===== config.mk =====
export PLATFORM = sky130hd
export DESIGN_NAME = pagerank_iter_ctrl
export DESIGN_NICKNAME = d
export VERILOG_FILES = /design/src/rtl/pagerank_iter_ctrl.sv
export SDC_FILE = /design/constraint.sdc
export NUM_CORES = 1
export LEC_CHECK = 0
export ABC_CLOCK_PERIOD_IN_PS = 13900
export BUFFER_PORTS_ARGS = -buffer_cell sky130_fd_sc_hd__buf_2
export CAP_MARGIN = 10
export CELL_PAD_IN_SITES_DETAIL_PLACEMENT = 1
export CELL_PAD_IN_SITES_GLOBAL_PLACEMENT = 1
export CORE_ASPECT_RATIO = 2
export CORE_UTILIZATION = 39
export DETAILED_ROUTE_END_ITERATION = 10
export PLACE_DENSITY_LB_ADDON = 0.1
export SLEW_MARGIN = 20
export SYNTH_ARGS = -nofsm -noshare
export SYNTH_HDL_FRONTEND = slang
export SYNTH_SLANG_ARGS = --single-unit

===== constraint.sdc =====
create_clock -name clk -period 13.9 [get_ports clk]
set_clock_uncertainty 0.05 [all_clocks]
set_input_delay 3.475 -clock clk [delete_from_list [all_inputs] [get_ports clk]]
set_output_delay 3.475 -clock clk [all_outputs]
set_load 0.01 [all_outputs]

===== src/rtl/pagerank_iter_ctrl.sv =====
// Iteration sequencer for the pageRank update datapath: sweeps destinations,
// streams sources into the MAC, tracks the largest rank change and launches the final sort.
module pagerank_iter_ctrl #(
    parameter int N     = 64,
    parameter int WIDTH = 16,
    parameter int IDW   = 6,
    parameter int ITW   = 8
) (
    input  logic             clk,
    input  logic             reset,
    input  logic             start,
    input  logic [ITW-1:0]   max_iter,
    input  logic [WIDTH-1:0] threshold,
    output logic             mac_clr,
    output logic             mac_req,
    input  logic             mac_ready,
    output logic [IDW-1:0]   src_idx,
    output logic [IDW-1:0]   dst_idx,
    input  logic             acc_valid,
    input  logic [WIDTH-1:0] acc_val,
    input  logic [WIDTH-1:0] old_val,
    output logic             wr_en,
    output logic [IDW-1:0]   wr_idx,
    output logic [WIDTH-1:0] wr_data,
    output logic             buf_sel,
    output logic             sort_start,
    input  logic             sort_done,
    output logic             busy,
    output logic             done,
    output logic             converged,
    output logic [ITW-1:0]   iter_count
);

    typedef enum logic [2:0] {
        S_IDLE, S_CLR, S_ISSUE, S_WAIT, S_WRITE, S_ITEREND, S_SORT, S_DONE
    } state_t;

    localparam logic [IDW-1:0] LAST_IDX = IDW'(N - 1);

    state_t             state_q, state_d;
    logic [IDW-1:0]     src_q, src_d, dst_q, dst_d;
    logic [ITW-1:0]     cap_q, cap_d, iter_q, iter_d;
    logic [WIDTH-1:0]   thr_q, thr_d, max_delta_q, max_delta_d, wr_data_q, wr_data_d;
    logic               buf_sel_q, buf_sel_d, conv_q, conv_d;
    logic               mac_clr_q, mac_clr_d, mac_req_q, mac_req_d, wr_en_q, wr_en_d;
    logic               sort_start_q, sort_start_d, done_q, done_d, busy_q, busy_d;
    logic [WIDTH-1:0]   delta_s;
    logic [ITW-1:0]     next_iter_s;

    // Next-state, datapath-register and registered-output computation.
    always_comb begin
        state_d     = state_q;
        src_d       = src_q;
        dst_d       = dst_q;
        cap_d       = cap_q;
        iter_d      = iter_q;
        thr_d       = thr_q;
        max_delta_d = max_delta_q;
        wr_data_d   = wr_data_q;
        buf_sel_d   = buf_sel_q;
        conv_d      = conv_q;
        delta_s     = (acc_val >= old_val) ? (acc_val - old_val) : (old_val - acc_val);
        next_iter_s = iter_q + ITW'(1);

        case (state_q)
            S_IDLE: begin
                if (start) begin
                    cap_d       = (max_iter == ITW'(0)) ? ITW'(1) : max_iter;
                    thr_d       = threshold;
                    iter_d      = ITW'(0);
                    conv_d      = 1'b0;
                    max_delta_d = WIDTH'(0);
                    dst_d       = IDW'(0);
                    state_d     = S_CLR;
                end else begin
                    state_d = S_IDLE;
                end
            end
            S_CLR: begin
                src_d   = IDW'(0);
                state_d = S_ISSUE;
            end
            S_ISSUE: begin
                if (mac_ready) begin
                    if (src_q == LAST_IDX) begin
                        state_d = S_WAIT;
                    end else begin
                        src_d = src_q + IDW'(1);
                    end
                end else begin
                    state_d = S_ISSUE;
                end
            end
            S_WAIT: begin
                if (acc_valid) begin
                    if (delta_s > max_delta_q) begin
                        max_delta_d = delta_s;
                    end else begin
                        max_delta_d = max_delta_q;
                    end
                    wr_data_d = acc_val;
                    state_d   = S_WRITE;
                end else begin
                    state_d = S_WAIT;
                end
            end
            S_WRITE: begin
                if (dst_q == LAST_IDX) begin
                    state_d = S_ITEREND;
                end else begin
                    dst_d   = dst_q + IDW'(1);
                    state_d = S_CLR;
                end
            end
            S_ITEREND: begin
                buf_sel_d = ~buf_sel_q;
                iter_d    = next_iter_s;
                // Convergence wins over the cap when both hold in the same iteration.
                if (max_delta_q <= thr_q) begin
                    conv_d  = 1'b1;
                    state_d = S_SORT;
                end else if (next_iter_s == cap_q) begin
                    state_d = S_SORT;
                end else begin
                    max_delta_d = WIDTH'(0);
                    dst_d       = IDW'(0);
                    state_d     = S_CLR;
                end
            end
            S_SORT: begin
                if (sort_done) begin
                    state_d = S_DONE;
                end else begin
                    state_d = S_SORT;
                end
            end
            S_DONE: begin
                state_d = S_IDLE;
            end
            default: begin
                state_d = S_IDLE;
            end
        endcase

        // Outputs are decoded from the next state so they line up with the registered state.
        mac_clr_d    = (state_d == S_CLR);
        mac_req_d    = (state_d == S_ISSUE);
        wr_en_d      = (state_d == S_WRITE);
        sort_start_d = (state_d == S_SORT) && (state_q != S_SORT);
        done_d       = (state_d == S_DONE);
        busy_d       = (state_d != S_IDLE);
    end

    // State and output registers with synchronous reset.
    always_ff @(posedge clk) begin
        if (reset) begin
            state_q      <= S_IDLE;
            src_q        <= IDW'(0);
            dst_q        <= IDW'(0);
            cap_q        <= ITW'(0);
            iter_q       <= ITW'(0);
            thr_q        <= WIDTH'(0);
            max_delta_q  <= WIDTH'(0);
            wr_data_q    <= WIDTH'(0);
            buf_sel_q    <= 1'b0;
            conv_q       <= 1'b0;
            mac_clr_q    <= 1'b0;
            mac_req_q    <= 1'b0;
            wr_en_q      <= 1'b0;
            sort_start_q <= 1'b0;
            done_q       <= 1'b0;
            busy_q       <= 1'b0;
        end else begin
            state_q      <= state_d;
            src_q        <= src_d;
            dst_q        <= dst_d;
            cap_q        <= cap_d;
            iter_q       <= iter_d;
            thr_q        <= thr_d;
            max_delta_q  <= max_delta_d;
            wr_data_q    <= wr_data_d;
            buf_sel_q    <= buf_sel_d;
            conv_q       <= conv_d;
            mac_clr_q    <= mac_clr_d;
            mac_req_q    <= mac_req_d;
            wr_en_q      <= wr_en_d;
            sort_start_q <= sort_start_d;
            done_q       <= done_d;
            busy_q       <= busy_d;
        end
    end

    assign mac_clr    = mac_clr_q;
    assign mac_req    = mac_req_q;
    assign src_idx    = src_q;
    assign dst_idx    = dst_q;
    assign wr_en      = wr_en_q;
    assign wr_idx     = dst_q;
    assign wr_data    = wr_data_q;
    assign buf_sel    = buf_sel_q;
    assign sort_start = sort_start_q;
    assign done       = done_q;
    assign busy       = busy_q;
    assign converged  = conv_q;
    assign iter_count = iter_q;

endmodule


==> metrics.md, run 1 <==
| Metric | Value |
|---|---|
| CP Max Fanout | 14 |
| Fin nets | 1003 |
| Area Overhead vs Synth | 15.7% |
| Most common cell in the netlist | nand2_1 |
| Routed length per instance | 17.4 µm |
| Total gr overflow | 0 |
| Worst setup path endpoint | max_delta_q[14] |
| P_leak | 3.09 nW |
| Relative slew margins | 27.8% |
| Util after Layout | 46.6% |
| Boundary Pins | 112 |
| FF+latch count, synth | 87 |
| Synth cell types | 69 |
| Core area | 0.0149 mm² |
| Cts hold-fix bufs | 0 |
| First-pass GRT wire length | 30400 µm |
| Top cell type's share of synthesized area | 29.0% |
| Ranking of synthesized cells by area | dfxtp_1 (29%), ha_1 (14%), a21oi_1 (7.8%), nand2_1 (7.7%), inv_1 (4.6%) |
| Maximum vdd ir drop | 60.7 µV |
| Setup crit end kind | flip-flop |
| Post-synth top flop | dfxtp_1 |
| Pre-CTS setup slack | 4.74 ns |
| RSZ-0062 raised after global routing | false |
| Critical-path top delay cell | a2111oi_1 |
| Post-cts resize count | 0 |
| Mapped Nets | 916 |
| Share of total power in combinational logic | 28.1% |
| WHS | 0.403 ns |
| Max Freq | 0.112 GHz |
| Async set-reset flop share out of synthesis | 0% |
| Sw Pwr | 0.000245 W |
| Post-synth EDFFs | 0 |
| H-tree levels | 3 |
| Setup bufs post-CTS | 0 |
| Initial antenna violation count | 0 |
| Drt drc | 0 |
| Worst Setup Path Type | input port to flip-flop |
| Avg Inst Size Synth | 7.64 µm² |
| Max clock buf depth | 2 |
| Post-synth top cells | nand2_1 (123), a21oi_1 (94), dfxtp_1 (87) |
| Gpl congestion | 0.880 |
| Arrival @ worst endpoint | 9.16 ns |
| R2R Setup Slk | 10.37 ns |
| Critical Path Source Type | input port |
| Wirelength, routed | 18700 µm |
| Biggest area consumer among synthesized cells | dfxtp_1 |
| Worst-Margin Slew | 1.08 ns |
| Fin worst setup slack | 4.93 ns |
| Clock Power Share | 34.7% |
| Row Count | 63 |
| Syn Inst Count | 786 |
| Hold Path Class | flip-flop to flip-flop |
| First-pass iteration count of the detailed router | 4 |
| Vias in the first global route | 6444 |
| HPWL after detailed placement | 14800 µm |
| Tmin final | 8.97 ns |
| Critical-path cell list | buf_2 > inv_1 > ha_1 > inv_1 > fa_1 > nand3_1 > a211oi_1 > a2111oi_1 > nor3_1 > o221a_2 > nor4_1 > nor2_1 > ha_1 > nand4_1 > a2111o_1 > a31oi_1 > nor2_1 > o21ai_1 > a2bb2o_1 |
| Area of the mapped netlist | 0.00600 mm² |
| DIE AREA | 0.0159 mm² |
| Critical Path Start | acc_val[0] |
| Switching Fraction | 33.9% |
| Input/output buffers | 111 |
| Part of the power in registers | 37.2% |
| Vias per inst | 5.56 |
| Clk Latency, worst-skew pair | 0.35 ns |
| Fraction of layout cells with a size suffix above 1 | 16.3% |
| Max Cap Viol | 0 |
| Slew Viols, Final | 0 |
| Final setup fails | 0 |
| Num CTS Buffers | 9 |
| Max stage delay on crit path | 0.92 ns |
| Filler cells | 1905 |
| Synth warn | 0 |
| Routed Antenna Nets | 0 |
| Setup_tns | 0 ns |
| Die width | 89.7 µm |
| Worst reg2reg startpoint | thr_q[9] |
| Placed cells | 1057 |
| Status | complete, no violations |
| Internal | 0.000478 W |
| Share of the yosys chip area belonging to registers | 29.0% |
| Total Routing Usage GR | 24.1% |
| R2R cell count | 8 |
| N_diodes | 0 |
| CTS tree | done |
| Reg clk slew, reported paths | 0.07 ns |
| Fin. Hold Viols | 0 |
| Num Clock Sinks | 87 |
| Finished Layout Cells | 1073 |
| DR iter-0 viols | 135 |
| Starting Density | 40.3% |
| Height of the chip | 177 µm |
| Via count | 5967 |
| Worst reg2reg endpoint | max_delta_q[14] |
| Pwr/cell area | 104 mW/mm² |
| CTS root buf | clkbuf_16 |
| Critical Path RT | 14.09 ns |
| Pin count of the biggest net entering global routing | 66 |
| Final Cycle Share | 64.5% |
routing by layer:
layer  vias up  track usage [%]  part of all wire, %
met5         -                0                    0
met4         0             13.5                  4.4
met3        53             2.66                  2.2
met2       132             51.1                   58
met1      2887             21.2                   35
li1       2895                -                    -
cell type report:
cell class / instances / area, µm² / area share, %
Multi-Input combinational cell: 588 / 3810 / 54.9
Sequential cell: 87 / 1740 / 25.1
Timing Repair Buffer: 114 / 578 / 8.32
Inverter: 73 / 274 / 3.94
Tap cell: 195 / 244 / 3.51
Clock buffer: 9 / 225 / 3.24
Clock inverter: 7 / 72.6 / 1.04
sequential cells by signal, summed over array words and instances, names as in the netlist, 3 cells and up:
name and count:
iter_count 8, dst_idx 6, cap_q 8, thr_q 16
wr_data 16, src_idx 6, max_delta_q 16, state_q 3
power by group through the flow:
stage                     Clock [W]  Combinational [W]  Sequential [W]
after floorplan                   0           0.000141        0.000272
after global placement            0           0.000192        0.000274
after detailed placement          0           0.000203        0.000274
after CTS                  0.000257           0.000205        0.000269
after global routing       0.000267           0.000226        0.000270
final                      0.000251           0.000203        0.000269
logic make-up (layout without fill, tap and decap cells):
kind of cell,Yosys count,after routing,share of synthesized area [%]
AND/OR/NAND/NOR,279,279,21.8
AO/OA/AOI/OAI,202,202,21.1
buffers and inverters,111,203,7.52
flip-flops,87,87,29.0
adder cells (fa/ha/maj),68,68,14.4
XOR/XNOR,25,25,3.65
multiplexers,14,14,2.52
worst min-delay path by stage:
stage	slack (ns)	to	from	depth (start not counted)
after floorplan	0.39	thr_q[10]	thr_q[10]	2
after global placement	0.39	wr_data[10]	wr_data[10]	2
after detailed placement	0.40	wr_data[6]	wr_data[6]	2
after CTS	0.41	wr_data[6]	wr_data[6]	2
after global routing	0.42	wr_data[3]	wr_data[3]	2
final	0.40	wr_data[6]	wr_data[6]	2
stage by stage:
| step | power, W | area [µm²] |
|---|---|---|
| floorplan | 0.000413 | 6000 |
| global placement | 0.000466 | 6650 |
| detailed placement | 0.000478 | 6650 |
| CTS | 0.000731 | 6950 |
| global route | 0.000763 | 6950 |
| finish | 0.000724 | 6950 |
placed cells by master, fill, tap and decap left out, types with 15 or more instances in the layout:
master	n
nand2_1	123
ha_1	66
buf_2	111
dfxtp_1	87
nor2_1	48
o21ai_0	33
nand3_1	16
xnor2_1	15
a21oi_1	94
inv_1	73
worst max-delay path, delay by kind of cell:
kind / cells / cell delay, ns
adders and majority gates: 3 / 0.89
and+or+nand+nor: 6 / 1.16
buffers and inverters: 3 / 0.22
AOI/OAI and AO/OA: 7 / 3.40
(Power assumes the default switching activity.)
==> run 2: changes to the inputs <==
Settings changed: ABC_AREA set to 1, ABC_CLOCK_PERIOD_IN_PS 13900 to 9000.
Clock period 13.9 ns to 9 ns, I/O delays scaled along.
==> metrics.md, run 2 <==
| Metric | Value |
|---|---|
| Drt drc | 0 (unchanged) |
| Fin. Hold Viols | 0 (unchanged) |
| Max Cap Viol | 0 (unchanged) |
| Tmin final | 5.93 ns |
| Routed Antenna Nets | 0 (unchanged) |
| Num CTS Buffers | 9 (unchanged) |
| CTS tree | done |
| Most frequent cells in the layout | nand2_1 (240), inv_1 (156), buf_2 (111) |
| Post-synth EDFFs | 0 (unchanged) |
| Area Overhead vs Synth | 14.6% |
| Pwr/cell area | 161 mW/mm² (+55%) |
| WHS | 0.411 ns (+0.00757 ns) |
| Row Count | 66 (+4.8%) |
| Total Routing Usage GR | 24.1% (-0.042 points) |
| Reg clk slew, reported paths | 0.06 ns (about the same) |
| Leading cell type in the layout, fill and taps excluded | nand2_1 |
| RSZ-0062 raised after global routing | false |
| Critical path's top delay family | simple AND/OR/NAND/NOR gates |
| Gpl congestion | 0.875 (-0.57%) |
| DIE AREA | 0.0171 mm² (+7.2%) |
| First-pass GRT wire length | 32100 µm (+5.5%) |
| Initial antenna violation count | 0 (unchanged) |
| Fraction of layout cells with a size suffix above 1 | 14.8% (-1.5 points) |
| Setup crit end kind | flip-flop |
| CTS root buf | clkbuf_16 |
| Starting Density | 39.8% (-0.47 points) |
| Total gr overflow | 0 (unchanged) |
| First-pass iteration count of the detailed router | 4 (unchanged) |
| Post-layout power | 0.00119 W (+64%) |
| Critical-path cell list | buf_2 > inv_1 > ha_1 > inv_1 > fa_1 > nand2_1 > nand2_1 > nand2_1 > o211ai_2 > nand2_2 > nand3_2 > inv_2 > nand2_1 > nand2_1 > inv_1 > ha_1 > nand2_1 > nor2_1 > and3_1 > a21oi_1 > nand2_1 > clkinv_1 > nand3_1 > a21oi_1 |
| Pin count of the biggest net entering global routing | 48 (-27%) |
| Syn Inst Count | 988 (+26%) |
| Worst-Margin Slew | 0.928 ns (-0.148 ns) |
| Worst reg2reg startpoint | thr_q[11] |
| CP Max Fanout | 16 (+2) |
| Finished Layout Cells | 1291 (+20%) |
| Critical Path Source Type | input port |
| Setup bufs post-CTS | 0 (unchanged) |
| Input/output buffers | 111 (unchanged) |
| FF+latch count, synth | 87 (unchanged) |
| Share of the yosys chip area belonging to registers | 27.0% (-2.0 points) |
| DR iter-0 viols | 94 (-30%) |
| Maximum vdd ir drop | 97.7 µV (+61%) |
| Relative slew margins | 37.8% (+10 points) |
| Post-cts resize count | 0 (unchanged) |
| Most common cell in the netlist | nand2_1 |
| Wirelength, routed | 19600 µm (+5.1%) |
| Die width | 92.9 µm (+3.5%) |
| Area of the mapped netlist | 0.00645 mm² (+7.4%) |
| Final Cycle Share | 65.8% |
| Critical Path Start | acc_val[0] |
| HPWL after detailed placement | 16000 µm (+8.2%) |
| Max clock buf depth | 2 (unchanged) |
| Critical-path top delay cell | clkinv_1 |
| Max stage delay on crit path | 0.42 ns (-0.50 ns) |
| Most frequent CP cell | nand2_1 |
| Final instance area | 0.00739 mm² (+6.3%) |
| Status | complete, no violations |
| Post-synth top cells | nand2_1 (240), inv_1 (156), a21oi_1 (109) |
| Routed length per instance | 15.2 µm (-13%) |
| Slew Viols, Final | 0 (unchanged) |
| Buffers & Inverters on Critical Path | 6 (+3) |
| P_leak | 3.77 nW (+22%) |
| Async set-reset flop share out of synthesis | 0% (unchanged) |
| H-tree levels | 3 (unchanged) |
| Max Freq | 0.169 GHz |
| Setup_tns | 0 ns (unchanged) |
| Post-synth top flop | dfxtp_1 |
| Ranking of synthesized cells by area | dfxtp_1 (27%), nand2_1 (14%), ha_1 (13%), inv_1 (9.1%), a21oi_1 (8.5%) |
| Via count | 6664 (+12%) |
| Mapped Nets | 1118 (+22%) |
| Fin nets | 1212 (+21%) |
| Num Clock Sinks | 87 (unchanged) |
| Worst hold path startpoint | thr_q[1] |
| Cts hold-fix bufs | 0 (unchanged) |
| Arrival @ worst endpoint | 6.09 ns (-3.07 ns) |
| Critical Path RT | 9.17 ns (-4.92 ns) |
| Worst Setup Path Type | input port to flip-flop |
| Vias in the first global route | 7026 (+9.0%) |
| Synth warn | 0 (unchanged) |
| Area after DPL | 0.00711 mm² (+6.9%) |
| Clk Latency, worst-skew pair | 0.35 ns (about the same) |
| Hold Path Class | flip-flop to flip-flop |
| Core area | 0.0162 mm² (+8.6%) |
| Vias per inst | 5.16 (-7.2%) |
| Height of the chip | 184 µm (+3.6%) |
| Boundary Pins | 112 (unchanged) |
| Synth cell types | 46 (-33%) |
| Placed cells | 1275 (+21%) |
| Final setup fails | 0 (unchanged) |
| Biggest area consumer among synthesized cells | dfxtp_1 |
| Avg Inst Size Synth | 6.53 µm² (-15%) |
| N_diodes | 0 (unchanged) |
| Top cell type's share of synthesized area | 27.0% (-2.0 points) |
==> run 2: cell types whose count changed after synthesis, sizes merged, moves of 9 or more <==
cell / change
xnor2: -13
o21ai: +44
inv: +89
clkbuf: -13
nand2: +126
nand3: +42
xor2: +9
nor2: +23
a21oi: +16
and2: -12
==> run 2: cells by family after synthesis <==
logic type / after synthesis / synth area share, %
flops: 87 / 27.0
buf+inv: 194 / 12.1
compound gates: 210 / 17.3
xor+xnor: 21 / 2.85
simple gates: 408 / 27.3
fa+ha+maj: 68 / 13.4
==> run 2: path summary, 6_finish.rpt <==
check,end,slack (ns),cells past startpoint
worst max-delay path,max_delta_q[13],3.07,24
worst max register to register,dst_idx[1],6.22,13
worst min-delay path,thr_q[1],0.41,2
worst min register to register,thr_q[1],0.41,2
==> run 2: through the flow <==
stage,worst slack [ns],utilization (%)
after global placement,2.73,43.9
after detailed placement,2.63,43.9
after floorplan,3.75,-
after global routing,2.59,45.6
final,3.07,45.6
after CTS,2.98,45.6
==> run 2: tightest hold or removal path: stages, from the launching register on <==
cell     delay (ns)
dfxtp_1        0.30
inv_1          0.06
a21oi_1        0.06
==> run 2: power by group <==
group          total (W)  internal [W]  leakage [nW]  switching [W]
Clock           0.000364      0.000202         0.136       0.000162
Combinational   0.000397      0.000132          2.92       0.000265
Sequential      0.000428      0.000414         0.708      0.0000140
Total            0.00119      0.000748          3.77       0.000441
==> run 2: cell type report <==
cell class | count | area (µm²)
timing repair buffer | 114 | 578
fill | 2277 | 8800
inverter | 163 | 612
clock inverter | 3 | 17.5
sequential | 87 | 1740
clock buffer | 13 | 260
multi-input combinational | 707 | 3920
tap | 204 | 255
==> run 2: layer usage <==
| metal | vias to the layer above | track usage (%) | wire length [µm] |
|---|---|---|---|
| met5 | - | 0 | 0 |
| met4 | 0 | 12.5 | 845 |
| met3 | 47 | 2.27 | 352 |
| met2 | 112 | 51.0 | 11600 |
| met1 | 3147 | 20.9 | 6840 |
| li1 | 3358 | - | - |
